==> config.mk <==
export PLATFORM = sky130hd
export DESIGN_NAME = multicycle_control_unit
export DESIGN_NICKNAME = d
export VERILOG_FILES = /design/src/rtl/multicycle_control_unit.sv
export SDC_FILE = /design/constraint.sdc
export NUM_CORES = 1
export LEC_CHECK = 0
export ABC_AREA = 1
export BUFFER_PORTS_ARGS = -buffer_cell sky130_fd_sc_hd__buf_2
export CAP_MARGIN = 20
export CORE_MARGIN = 4
export CORE_UTILIZATION = 45
export DETAILED_ROUTE_END_ITERATION = 16
export GPL_TIMING_DRIVEN = 0
export PLACE_DENSITY = 0.73
export SLEW_MARGIN = 15
export SYNTH_ARGS = -nofsm -noshare
export SYNTH_HDL_FRONTEND = slang
export SYNTH_SLANG_ARGS = --single-unit
==> constraint.sdc <==
create_clock -name CLK -period 2.4 [get_ports CLK]
set_input_delay 0.24 -clock CLK [delete_from_list [all_inputs] [get_ports CLK]]
set_output_delay 0.24 -clock CLK [all_outputs]
set_load 0.005 [all_outputs]
==> src/rtl/multicycle_control_unit.sv <==
// Multi-cycle sequencing control for the MIPS core.
// Latches the fetched instruction word, decodes it and steps FETCH -> DECODE -> EXEC -> MEM -> WB.
// It drives datapath and cache strobes one state at a time.
// It tracks the LL/SC link register against coherence snoops.
// A watchdog on the FETCH and MEM stalls can force the core into HALTED with err set.
//
// Ports
//   CLK, nRST            clock; synchronous active-low reset
//   iload, ihit          instruction word and icache hit
//   dhit                 dcache access completes this cycle
//   equal                ALU zero flag for branch compare
//   daddr                ALU result, used as the memory address in MEM
//   ccinv, ccsnoopaddr   coherence invalidate strobe and address
//   iREN, dREN, dWEN     instruction read, data read and data write requests
//   datomic              LL/SC access in progress
//   ALUop, ALU_Src       ALU operation and immediate-operand select
//   EXTop                immediate extend: 0 sign, 1 zero, 2 lui
//   PC_WEN, PC_Src       PC update strobe; 0 PC+4, 1 branch, 2 jump, 3 jr
//   RegWr, RegDst        register write strobe; destination 0 rt, 1 rd, 2 $31
//   Wsel, memtoReg       write-back select: 0 ALU/mem, 1 PC+4, 2 lui, 3 sc_ok; load data select
//   sc_ok                SC outcome, valid in WB
//   halt, err            sticky halt and sticky watchdog error
module multicycle_control_unit #(
    parameter int unsigned ADDR_W  = 32,
    parameter int unsigned LINK_EN = 1,
    parameter int unsigned TIMEOUT = 0,
    parameter int unsigned TMO_W   = 16
) (
    input  logic              CLK,
    input  logic              nRST,
    input  logic [31:0]       iload,
    input  logic              ihit,
    input  logic              dhit,
    input  logic              equal,
    input  logic [ADDR_W-1:0] daddr,
    input  logic              ccinv,
    input  logic [ADDR_W-1:0] ccsnoopaddr,
    output logic              iREN,
    output logic              dREN,
    output logic              dWEN,
    output logic              datomic,
    output logic [3:0]        ALUop,
    output logic              ALU_Src,
    output logic [1:0]        EXTop,
    output logic              PC_WEN,
    output logic [1:0]        PC_Src,
    output logic              RegWr,
    output logic [1:0]        RegDst,
    output logic [1:0]        Wsel,
    output logic              memtoReg,
    output logic              sc_ok,
    output logic              halt,
    output logic              err
);

    // Opcode encodings (opcode_t)
    localparam logic [5:0] OpRtype = 6'h00, OpJ    = 6'h02, OpJal  = 6'h03, OpBeq   = 6'h04;
    localparam logic [5:0] OpBne   = 6'h05, OpAddi = 6'h08, OpAddiu = 6'h09, OpSlti = 6'h0a;
    localparam logic [5:0] OpSltiu = 6'h0b, OpAndi = 6'h0c, OpOri  = 6'h0d, OpXori  = 6'h0e;
    localparam logic [5:0] OpLui   = 6'h0f, OpLw   = 6'h23, OpSw   = 6'h2b, OpLl    = 6'h30;
    localparam logic [5:0] OpSc    = 6'h38, OpHalt = 6'h3f;
    // Function encodings (funct_t)
    localparam logic [5:0] FnSll = 6'h00, FnSrl = 6'h02, FnJr  = 6'h08, FnAdd  = 6'h20;
    localparam logic [5:0] FnAddu = 6'h21, FnSub = 6'h22, FnSubu = 6'h23, FnAnd = 6'h24;
    localparam logic [5:0] FnOr  = 6'h25, FnXor = 6'h26, FnNor = 6'h27, FnSlt  = 6'h2a;
    localparam logic [5:0] FnSltu = 6'h2b;
    // ALU operation encodings (aluop_t)
    localparam logic [3:0] AluSll = 4'd0, AluSrl = 4'd1, AluAdd = 4'd2, AluSub = 4'd3;
    localparam logic [3:0] AluAnd = 4'd4, AluOr  = 4'd5, AluXor = 4'd6, AluNor = 4'd7;
    localparam logic [3:0] AluSlt = 4'd8, AluSltu = 4'd9;

    localparam logic [TMO_W:0] TmoLimit = (TMO_W+1)'(TIMEOUT);

    typedef enum logic [2:0] {
        StFetch  = 3'd0,
        StDecode = 3'd1,
        StExec   = 3'd2,
        StMem    = 3'd3,
        StWb     = 3'd4,
        StHalted = 3'd5
    } state_e;

    state_e            state_q, state_d;
    logic [31:0]       ir_q, ir_d;
    logic              link_valid_q, link_valid_d;
    logic [ADDR_W-3:0] link_addr_q, link_addr_d;
    logic [TMO_W-1:0]  cnt_q, cnt_d;
    logic              halt_q, halt_d;
    logic              err_q, err_d;
    logic              sc_ok_q, sc_ok_d;

    // Decoded fields
    logic [3:0] dec_aluop;
    logic       dec_alu_src, dec_memtoreg, dec_regwr;
    logic [1:0] dec_extop, dec_regdst, dec_wsel;
    logic       is_j, is_jal, is_jr, is_beq, is_bne, is_halt;
    logic       is_lw, is_sw, is_ll, is_sc;

    logic             sc_fail, stalled, tmo_hit, in_decoded;
    logic [TMO_W:0]   cnt_inc;
    logic             unused_bits;

    assign unused_bits = ^{ir_q[25:6], daddr[1:0], ccsnoopaddr[1:0]};

    always_comb begin
        dec_aluop    = AluSll;
        dec_alu_src  = 1'b0;
        dec_extop    = 2'd0;
        dec_regdst   = 2'd0;
        dec_wsel     = 2'd0;
        dec_memtoreg = 1'b0;
        dec_regwr    = 1'b0;
        is_j = 1'b0; is_jal = 1'b0; is_jr = 1'b0; is_beq = 1'b0; is_bne = 1'b0;
        is_halt = 1'b0; is_lw = 1'b0; is_sw = 1'b0; is_ll = 1'b0; is_sc = 1'b0;
        unique case (ir_q[31:26])
            OpRtype: begin
                dec_regdst = 2'd1;
                dec_regwr  = 1'b1;
                unique case (ir_q[5:0])
                    FnSll:          dec_aluop = AluSll;
                    FnSrl:          dec_aluop = AluSrl;
                    FnAdd, FnAddu:  dec_aluop = AluAdd;
                    FnSub, FnSubu:  dec_aluop = AluSub;
                    FnAnd:          dec_aluop = AluAnd;
                    FnOr:           dec_aluop = AluOr;
                    FnXor:          dec_aluop = AluXor;
                    FnNor:          dec_aluop = AluNor;
                    FnSlt:          dec_aluop = AluSlt;
                    FnSltu:         dec_aluop = AluSltu;
                    FnJr: begin
                        is_jr      = 1'b1;
                        dec_regdst = 2'd0;
                        dec_regwr  = 1'b0;
                    end
                    default: begin // unknown funct behaves as a NOP
                        dec_regdst = 2'd0;
                        dec_regwr  = 1'b0;
                    end
                endcase
            end
            OpJ:  is_j = 1'b1;
            OpJal: begin
                is_jal     = 1'b1;
                dec_regdst = 2'd2;
                dec_wsel   = 2'd1;
            end
            OpBeq: begin is_beq = 1'b1; dec_aluop = AluSub; end
            OpBne: begin is_bne = 1'b1; dec_aluop = AluSub; end
            OpAddi, OpAddiu: begin dec_aluop = AluAdd;  dec_alu_src = 1'b1; dec_regwr = 1'b1; end
            OpSlti:          begin dec_aluop = AluSlt;  dec_alu_src = 1'b1; dec_regwr = 1'b1; end
            OpSltiu:         begin dec_aluop = AluSltu; dec_alu_src = 1'b1; dec_regwr = 1'b1; end
            OpAndi: begin
                dec_aluop = AluAnd; dec_alu_src = 1'b1; dec_extop = 2'd1; dec_regwr = 1'b1;
            end
            OpOri: begin
                dec_aluop = AluOr;  dec_alu_src = 1'b1; dec_extop = 2'd1; dec_regwr = 1'b1;
            end
            OpXori: begin
                dec_aluop = AluXor; dec_alu_src = 1'b1; dec_extop = 2'd1; dec_regwr = 1'b1;
            end
            OpLui: begin
                dec_alu_src = 1'b1; dec_extop = 2'd2; dec_wsel = 2'd2; dec_regwr = 1'b1;
            end
            OpLw: begin
                is_lw = 1'b1; dec_aluop = AluAdd; dec_alu_src = 1'b1;
                dec_memtoreg = 1'b1; dec_regwr = 1'b1;
            end
            OpLl: begin
                is_ll = 1'b1; dec_aluop = AluAdd; dec_alu_src = 1'b1;
                dec_memtoreg = 1'b1; dec_regwr = 1'b1;
            end
            OpSw: begin is_sw = 1'b1; dec_aluop = AluAdd; dec_alu_src = 1'b1; end
            OpSc: begin
                is_sc = 1'b1; dec_aluop = AluAdd; dec_alu_src = 1'b1;
                dec_wsel = 2'd3; dec_regwr = 1'b1;
            end
            OpHalt:  is_halt = 1'b1;
            default: ; // unknown opcode: NOP through WB
        endcase
    end

    // A tracked SC whose link is gone or points elsewhere never touches the cache.
    assign sc_fail = (LINK_EN != 0) && is_sc &&
                     (!link_valid_q || (link_addr_q != daddr[ADDR_W-1:2]));

    assign stalled = ((state_q == StFetch) && !ihit) ||
                     ((state_q == StMem) && !dhit && !sc_fail);
    assign cnt_inc = {1'b0, cnt_q} + {{TMO_W{1'b0}}, 1'b1};
    // A hit clears `stalled`, so a hit on the limit cycle never raises err.
    assign tmo_hit = (TIMEOUT != 0) && stalled && (cnt_inc == TmoLimit);

    always_comb begin
        state_d = state_q;
        ir_d    = ir_q;
        halt_d  = halt_q;
        err_d   = err_q;
        sc_ok_d = sc_ok_q;
        cnt_d   = (TIMEOUT != 0 && stalled && !tmo_hit) ? cnt_inc[TMO_W-1:0] : '0;
        case (state_q)
            StFetch: begin
                if (ihit) begin
                    ir_d    = iload;
                    state_d = StDecode;
                end else if (tmo_hit) begin
                    err_d   = 1'b1;
                    halt_d  = 1'b1;
                    state_d = StHalted;
                end
            end
            StDecode: state_d = StExec;
            StExec: begin
                if (is_halt) begin
                    halt_d  = 1'b1;
                    state_d = StHalted;
                end else if (is_j || is_jal || is_jr || is_beq || is_bne) begin
                    state_d = StFetch;
                end else if (is_lw || is_sw || is_ll || is_sc) begin
                    state_d = StMem;
                end else begin
                    state_d = StWb;
                end
            end
            StMem: begin
                if (sc_fail) begin
                    sc_ok_d = 1'b0;
                    state_d = StWb;
                end else if (dhit) begin
                    sc_ok_d = is_sc;
                    state_d = StWb;
                end else if (tmo_hit) begin
                    err_d   = 1'b1;
                    halt_d  = 1'b1;
                    state_d = StHalted;
                end
            end
            StWb:     state_d = StFetch;
            StHalted: state_d = StHalted;
            default:  state_d = StFetch;
        endcase
    end

    always_comb begin
        link_valid_d = link_valid_q;
        link_addr_d  = link_addr_q;
        if ((LINK_EN != 0) && (state_q == StMem)) begin
            if (is_ll && dhit) begin
                link_valid_d = 1'b1;
                link_addr_d  = daddr[ADDR_W-1:2];
            end
            if (is_sc && (dhit || sc_fail)) begin
                link_valid_d = 1'b0;
            end
        end
        // Compared against the next address so a snoop racing the LL hit still kills it.
        if (ccinv && (ccsnoopaddr[ADDR_W-1:2] == link_addr_d)) begin
            link_valid_d = 1'b0;
        end
    end

    always_ff @(posedge CLK) begin
        if (!nRST) begin
            state_q      <= StFetch;
            ir_q         <= '0;
            link_valid_q <= 1'b0;
            link_addr_q  <= '0;
            cnt_q        <= '0;
            halt_q       <= 1'b0;
            err_q        <= 1'b0;
            sc_ok_q      <= 1'b0;
        end else begin
            state_q      <= state_d;
            ir_q         <= ir_d;
            link_valid_q <= link_valid_d;
            link_addr_q  <= link_addr_d;
            cnt_q        <= cnt_d;
            halt_q       <= halt_d;
            err_q        <= err_d;
            sc_ok_q      <= sc_ok_d;
        end
    end

    assign in_decoded = (state_q == StDecode) || (state_q == StExec) ||
                        (state_q == StMem) || (state_q == StWb);

    // Outputs are held at zero while reset is asserted.
    always_comb begin
        iREN = 1'b0; dREN = 1'b0; dWEN = 1'b0; datomic = 1'b0;
        ALUop = 4'd0; ALU_Src = 1'b0; EXTop = 2'd0;
        PC_WEN = 1'b0; PC_Src = 2'd0; RegWr = 1'b0; RegDst = 2'd0; Wsel = 2'd0;
        memtoReg = 1'b0; sc_ok = 1'b0; halt = 1'b0; err = 1'b0;
        if (nRST) begin
            halt = halt_q;
            err  = err_q;
            if (in_decoded) begin
                ALUop    = dec_aluop;
                ALU_Src  = dec_alu_src;
                EXTop    = dec_extop;
                RegDst   = dec_regdst;
                Wsel     = dec_wsel;
                memtoReg = dec_memtoreg;
            end
            case (state_q)
                StFetch: iREN = 1'b1;
                StExec: begin
                    if (is_j || is_jal) begin
                        PC_WEN = 1'b1;
                        PC_Src = 2'd2;
                        RegWr  = is_jal;
                    end
                    if (is_jr) begin
                        PC_WEN = 1'b1;
                        PC_Src = 2'd3;
                    end
                    if (is_beq) begin
                        PC_WEN = 1'b1;
                        PC_Src = {1'b0, equal};
                    end
                    if (is_bne) begin
                        PC_WEN = 1'b1;
                        PC_Src = {1'b0, !equal};
                    end
                end
                StMem: begin
                    if (!sc_fail) begin
                        dREN    = is_lw || is_ll;
                        dWEN    = is_sw || is_sc;
                        datomic = is_ll || is_sc;
                    end
                end
                StWb: begin
                    PC_WEN = 1'b1;
                    RegWr  = dec_regwr;
                    sc_ok  = is_sc && sc_ok_q;
                end
                default: ;
            endcase
        end
    end

endmodule
### Word level (Yosys, flattened, before mapping)

Index checks and enable logic that the tools add are counted.

* register bits: 69
* input port bits: 102
* output and inout bits: 23
* word-level logic and storage cells: 164

* equality and inequality tests: 38
* mux-type cells: 76
* bitwise logic cells: 1
* reduce and logical (&&, ||, !) cells: 42

Operators by type and width (count)
* $eq A6 B6 Y1 const B: 15
* $mux W30: 2
* $eq A6 B4 Y1 const B: 9
* $mux W1: 45
* $pmux W4 S9: 1
* $pmux W4 S8: 1
* $eq A30 B30 Y1: 1
* $ne A30 B30 Y1: 1
* $mux W2: 12
* $reduce_or A12 Y1: 2
* $eq A6 B2 Y1 const B: 3
* $mux W3: 6
* $logic_or A1 B1 Y1: 15
* $pmux W3 S5: 1
* $eq A6 B3 Y1 const B: 2
* $logic_not A6 Y1: 2
* $reduce_or A11 Y1: 1
* $reduce_and A2 Y1: 5
* $reduce_or A2 Y1: 5
* $mux W4: 2
* $pmux W2 S2: 2
* $eq A3 B2 Y1 const B: 2
* $eq A3 B3 Y1 const B: 2
* $pmux W1 S2: 3
* other kinds (11): 17

### Longest topological paths before layout

Gate-level depths: netlist of the first run.

* depth after elaboration: 9
* depth in mapped cells: 15
* mapped depth without buffers: 14

### Worst setup path after synthesis of the first run

No wires, ideal clock.

* path type: reg-to-reg
* from: register ir_q[28]
* to: register link_valid_q
* library setup time: 0.111 ns
* data arrival time: 1.492 ns
* data required time: 2.289 ns
* path slack: 0.796 ns
* cell stages (with the launch flop): 16
* path buffers: 1
* period minus slack after synthesis: 1.604 ns
* cells stage by stage: dfxtp_1 > nor2_4 > nand2_2 > nor2_4 > nand2_2 > buf_6 > nand2_1 > nand2_1 > nand2_1 > nand2_1 > nor2_1 > nand2_1 > nor2_1 > nand2_1 > nor2_1 > nor2_1

* longest elaborated chain between the ends: 8
* elaborated cells on any way between the ends: 16
* those cells by class: eq/ne (3); mux (5); reduce/logical (8)

RTL lines
* start: declaration: RTL line 84 `logic [31:0] ir_q, ir_d;`
* start signal: assignment: RTL line 272 `ir_q <= ir_d;`
* $eq A6 B6 Y1: RTL line 115 `unique case (ir_q[31:26])`
* $mux W1: RTL line 115
* $logic_and A1 B1 Y1: RTL line 246 `if (is_ll && dhit) begin`
* $mux W30: RTL line 246
* $mux W30: RTL line 245 `if ((LINK_EN != 0) && (state_q == StMem)) begin`
* $eq A30 B30 Y1: RTL line 255 `if (ccinv && (ccsnoopaddr[ADDR_W-1:2] == link_addr_d)) begin`
* $logic_and A1 B1 Y1: RTL line 255
* $reduce_or A2 Y1 (no source line)
* end signal: assignment: RTL line 273 `link_valid_q <= link_valid_d;`
* end: declaration: RTL line 85 `logic link_valid_q, link_valid_d;`

Several ways; a longest one is shown, not always the timed one.
A chain may end at the register's enable or synchronous reset.

### Final worst setup path of the first run

* from: register ir_q[29]
* to: output port ALUop[1]

* longest elaborated chain between the ends: 5
* elaborated cells on any way between the ends: 19
* those cells by class: eq/ne (13); mux (3); reduce/logical (3)

RTL lines
* $eq A6 B6 Y1, or another cell as far along: RTL line 115
* $reduce_or A6 Y1 (no source line) / $reduce_or A2 Y1 (equally long branches)
* $pmux W4 S8 (*): RTL line 115
* $mux W4 (*): RTL line 294 `if (in_decoded) begin`
* $mux W4 (*): RTL line 291 `if (nRST) begin`
* end: declaration: RTL line 42 `output logic [3:0] ALUop,`

Mark *: on every way between the ends. The rest lies on a longest branch, timed or not.

==> results of run 1 <==
-- cells by family (layout without fill, tap and decap cells) --
kind of cell | count (synthesis) | count (layout) | share of synthesized area (%)
compound gates | 78 | 78 | 11.3
xor+xnor | 3 | 3 | 0.702
buf+inv | 125 | 232 | 13.7
flops | 49 | 49 | 26.2
simple gates | 410 | 410 | 48.2
-- where the power goes --
group | internal, W | switching, W
registers | 0.000861 | 0.0000646
logic | 0.000211 | 0.000407
clock network | 0.000208 | 0.000304
-- cell type report --
cell class / count / area [um2]
Sequential cell: 49 / 981
Buffer: 17 / 108
Multi-Input combinational cell: 491 / 2270
Fill cell: 861 / 3700
Tap cell: 105 / 131
Clock inverter: 1 / 7.51
Timing Repair Buffer: 99 / 495
Inverter: 108 / 405
Clock buffer: 7 / 76.3
-- registers in the layout, indices dropped and copies added (netlist names) --
register / count
err_q: 1
halt_q: 1
ir_q: 12
link_addr_q: 30
link_valid_q: 1
sc_ok_q: 1
state_q: 3
-- per-layer routing --
| metal | GRT usage [%] | vias up | share of wire (%) |
|---|---|---|---|
| li1 | - | 2306 | - |
| met1 | 29.3 | 2071 | 42 |
| met2 | 43.0 | 148 | 49 |
| met3 | 4.28 | 16 | 7.0 |
| met4 | 6.93 | 0 | 1.6 |
| met5 | 0 | - | 0 |
-- stage by stage --
step                      total power, W  setup slack, ps  cell area, um2  hold slack [ps]
after floorplan                  0.00133              796            3750              405
final                            0.00206              198            4480              207
after CTS                        0.00204             46.7            4460              200
after global placement           0.00152              413            4370              419
after detailed placement         0.00154              357            4370              424
after global routing             0.00218             3.63            4480              206
-- cells in the mapped netlist (2+ instances only) --
cell	number	area, um2
nand2_2	7	43.8
dfxtp_1	49	981
o21ai_1	2	10.0
o211ai_1	2	15.0
a21oi_1	40	200
nand3_1	60	300
inv_1	106	398
nand3_2	2	20.0
clkbuf_1	8	30.0
o21ai_0	23	115
buf_2	2	10.0
nand2_1	230	863
inv_2	2	7.51
nand3b_1	10	75.1
buf_6	4	45.0
xnor2_1	3	26.3
nor2_4	3	33.8
nor2_1	68	255
nand4_1	11	68.8
a211oi_1	3	22.5
nor3_1	13	65.1
o22ai_1	3	18.8
buf_4	3	22.5
-- worst register-to-register path, delay by kind of cell (launching register included) --
family,cells,cell delay (ps)
flip-flops,1,410
AND/OR/NAND/NOR,12,1340
buffers and inverters,1,200
-- final timing paths --
kind                            cells after the start  slack (ps)           end
worst max-delay path                                9         200      ALUop[1]
worst min-delay path                                3         210       ir_q[3]
worst max register to register                     13         370  link_valid_q
worst min register to register                      2         440         err_q
-- timing repair --
action                                 in CTS  in global routing
endpoints found under the hold margin       0                  0
setup endpoints to repair                   0                  6
resized for setup                           0                  6
==> impl_metrics.ini, run 1 <==
[pwr]
p_leak_nw = 2.34
power.density_nw_per_um2 = 459
irDropWorstVdd_mv = 0.260

[timing]
fmax_mhz = 454
period_share_pct = 91.8
max_slew_margin_pct = 55.2
tns_ps = 0
final_max_slew_viol_count = 0
tightest_slew_ps = 672
min_period_ps = 2200
setup_viol = 0
rsz0062_at_grt = false
hold_violations = 0
skew_ps = 16.9

[worst_setup_path]
slowest_delay_ps = 460
crit_arrival_ps = 1960
start_kind = flop
critPathRequiredTime_ps = 2160
path_delay_family = simple AND/OR/NAND/NOR gates
critPathKind = flop to output pin
timing.rr.start = ir_q[26]
path_cells = inv_1, nor2_2, nand2_2, nand2_1, inv_1, nand2_1, inv_1, a311oi_1, buf_2
end_kind = output pin
cpMostUsedCell = inv_1
path_buf_inv = 4
slowest_stage = dfxtp_1
setup.worst_path.start = ir_q[29]
crit_fanout = 7

[global_route]
grt_pass1_vias = 4374
antenna_found_initial = 0
track_usage_pct = 24.0
grt_first_pass_wirelength_um = 19300
overflow = 0
grt_max_degree = 15

[clocking]
clock-sinks = 49
clock_latency_ps = 320
cts-hold-fix-buffers = 0
htreeDepth = 2
cts_tree = yes
post_cts_buffers = 0
numCtsBuffers = 5
clockBufferDepth = 2
root_buffer = clkbuf_8
path_clk_slew_ps = 90

[floorplanning]
placementRows = 33
initial_core_util_pct = 45.8
coreArea_um2 = 8180
ios = 125
fp.dieW_um = 99.2
die_h_um = 99.2
dieArea_um2 = 9850

[final_layout]
fin_nets = 873
syn_to_final_growth_pct = 19.5
drive_gt1_share_pct = 17.9
fin_util_pct = 54.8
final_cell_mix = nand2_1 (229), inv_1 (106), buf_2 (101), nor2_1 (65), nand3_1 (60)
layout.cells.non_filler = 877
final_common_cell = nand2_1
n_antenna_cell = 0

[synthesis]
avgSynthCellArea_um2 = 5.63
synth-main-ff-cell = dfxtp_1
syn_nets = 767
syn_area_um2 = 3750
ys_seq_area_share_pct = 26.2
netlist_instances = 665
synth_cell_type_count = 34
synth_edf_count = 0
ys.warnings.count = 0
synthArstFlopShare_pct = 0
ys_ff_latch = 49

[hold_path]
min-delay-start = iload[3]
worstHoldPathType = input port to flop

[place]
dp.cells = 869
port_buffers = 99
place_hpwl_um = 9360
globalplace.congestion = 0.920

[drt]
ant_nets = 0
avgRoutedWirePerCell_um = 13.5
drt_first_pass_iters = 5
drtIter0Drc = 283
drc = 0
vias = 4541
wl_um = 11800
routed_via_density = 5.18

[flow_run]
drv_cap = 0

[outcome]
status = finished clean
Power figures use the tool's default switching activity.
==> inputs of run 2 (changes only) <==
- CORE_UTILIZATION: 45 -> 35
- PLACE_DENSITY: 0.73 -> default
==> run 2 against run 1 <==
Against the previous run:
- non-clock buffer count is the same
- combinational power grew 1%
- critical path depth shrank 3
- total power is essentially flat
- clock-buffer cell count shrank 2
- first-iteration DRC count grew 25%
- sequential cell count is the same
- largest power group unchanged
==> impl_metrics.ini, run 2 (same netlist as run 1, synthesis figures left out) <==
[worst_setup_path]
crit_fanout = 5
regToRegSetupSlack_ps = 330
critPathRequiredTime_ps = 2160
path_cells = nor2_1, nand2_1, nor3_2, a21oi_1, a211oi_1, buf_2
timing.rr.start = ir_q[30]
start_kind = flop
end_kind = output pin
r2r_cells = 14
path_delay_family = simple AND/OR/NAND/NOR gates
r2r_end = link_valid_q
slowest_stage = dfxtp_1
path_buf_inv = 1
slowest_delay_ps = 360
crit_arrival_ps = 2000
critPathKind = flop to output pin

[timing]
min_period_ps = 2240
period_share_pct = 93.4
fmax_mhz = 446
tns_ps = 0
final_max_slew_viol_count = 0
hold_slack_ps = 192
worst_slack_ps = 158
setup_viol = 0
max_slew_margin_pct = 55.1
rsz0062_at_grt = false
hold_violations = 0
tightest_slew_ps = 669
skew_ps = 6.32

[final_layout]
largest_reg_flops = 30
num-fill-cells = 1177
drive_gt1_share_pct = 18.0
final_cell_mix = nand2_1 (229), inv_1 (106), buf_2 (101), nor2_1 (66), nand3_1 (60)
final_common_cell = nand2_1
fin_nets = 873
syn_to_final_growth_pct = 20.4
layout.cells.non_filler = 908
n_antenna_cell = 0
max_flop_register = link_addr_q
largestRegisters = link_addr_q: 30 flops, ir_q: 12 flops, state_q: 3 flops

[clocking]
numCtsBuffers = 5
path_clk_slew_ps = 100
cts-hold-fix-buffers = 0
post_cts_buffers = 0
clock_latency_ps = 310
htreeDepth = 2
clockBufferDepth = 2
cts_tree = yes
clock-sinks = 49
root_buffer = clkbuf_8

[hold_path]
hold_path_depth = 3
worstHoldPathType = input port to flop
min-delay-start = iload[5]
hold_end = ir_q[5]

[pwr]
power.density_nw_per_um2 = 455
irDropWorstVdd_mv = 0.236
p_leak_nw = 2.34
power_w = 0.00205

[place]
dp.cells = 900
globalplace.congestion = 0.894
port_buffers = 99
place_hpwl_um = 9770
pre_cts_ws_ps = 330

[global_route]
overflow = 0
antenna_found_initial = 0
grtUsageMet3_pct = 3.15
track_usage_pct = 19.4
met2_usage_pct = 32.6
grt_pass1_vias = 4275
grt_first_pass_wirelength_um = 19800
grt_max_degree = 16
grtUsageMet1_pct = 25.5
top_usage_layer = met2

[floorplanning]
ios = 125
fp.dieW_um = 111
coreArea_um2 = 10400
die_h_um = 111
initial_core_util_pct = 36.1
dieArea_um2 = 12400
placementRows = 37

[outcome]
status = finished clean

[drt]
drc = 0
drtIter0Drc = 353
avgRoutedWirePerCell_um = 13.6
ant_nets = 0
wl_um = 12300
routed_via_density = 4.90
drt_first_pass_iters = 5
vias = 4450

[flow_run]
drv_cap = 0
run 2: cell count changes in the layout (fill, tap and decap cells not counted), sizes merged:
cell    change
clkinv      +2
clkbuf      -2
run 2: layout make-up:
cell class / count / area, um2 / share of cell area, %
inverters: 108 / 405 / 8.99
plain buffers: 17 / 108 / 2.38
clock buffers: 5 / 68.8 / 1.53
repair buffers: 99 / 495 / 11.0
flip-flops and latches: 49 / 982 / 21.8
well taps: 136 / 170 / 3.77
multi-input cells: 491 / 2260 / 50.2
clock inverters: 3 / 17.5 / 0.388
run 2: layer usage:
layer / routed length, um / share of wire (%)
met1: 5800 / 47
met2: 5600 / 45
met4: 306 / 2.5
met5: 0 / 0
met3: 618 / 5.0
run 2: power breakdown:
part           leakage (nW)  internal [W]  switching [W]
clock                0.0439      0.000202       0.000305
sequential            0.398      0.000862      0.0000613
combinational          1.90      0.000210       0.000414
run 2: worst min-delay path, stage by stage:
cell	delay, ps
buf_2	100
nand3_1	70
a21oi_1	60
run 2: how the worst max path moves through the flow:
stage / end / cells past startpoint / slack, ps / startpoint
finish: ALUop[0] / 6 / 160 / ir_q[30]
global route: ALUop[1] / 9 / 30 / ir_q[30]
CTS: ALUop[1] / 9 / 10 / ir_q[29]
detailed placement: link_valid_q / 14 / 330 / ir_q[30]
global placement: ALUop[0] / 6 / 330 / ir_q[30]
floorplan: link_valid_q / 15 / 800 / ir_q[28]
run 2: through the flow:
stage	area, um2	util [%]
2_1_floorplan	3750	-
3_3_place_gp	4410	42.5
5_1_grt	4510	43.5
4_1_cts	4500	43.4
6_report	4510	43.5
3_5_place_dp	4410	42.5
run 2: what timing repair did:
| action | CTS | global route |
|---|---|---|
| gates resized for setup | 1 | 4 |
| endpoints found under the setup margin | 2 | 3 |
| cloned | 0 | 0 |
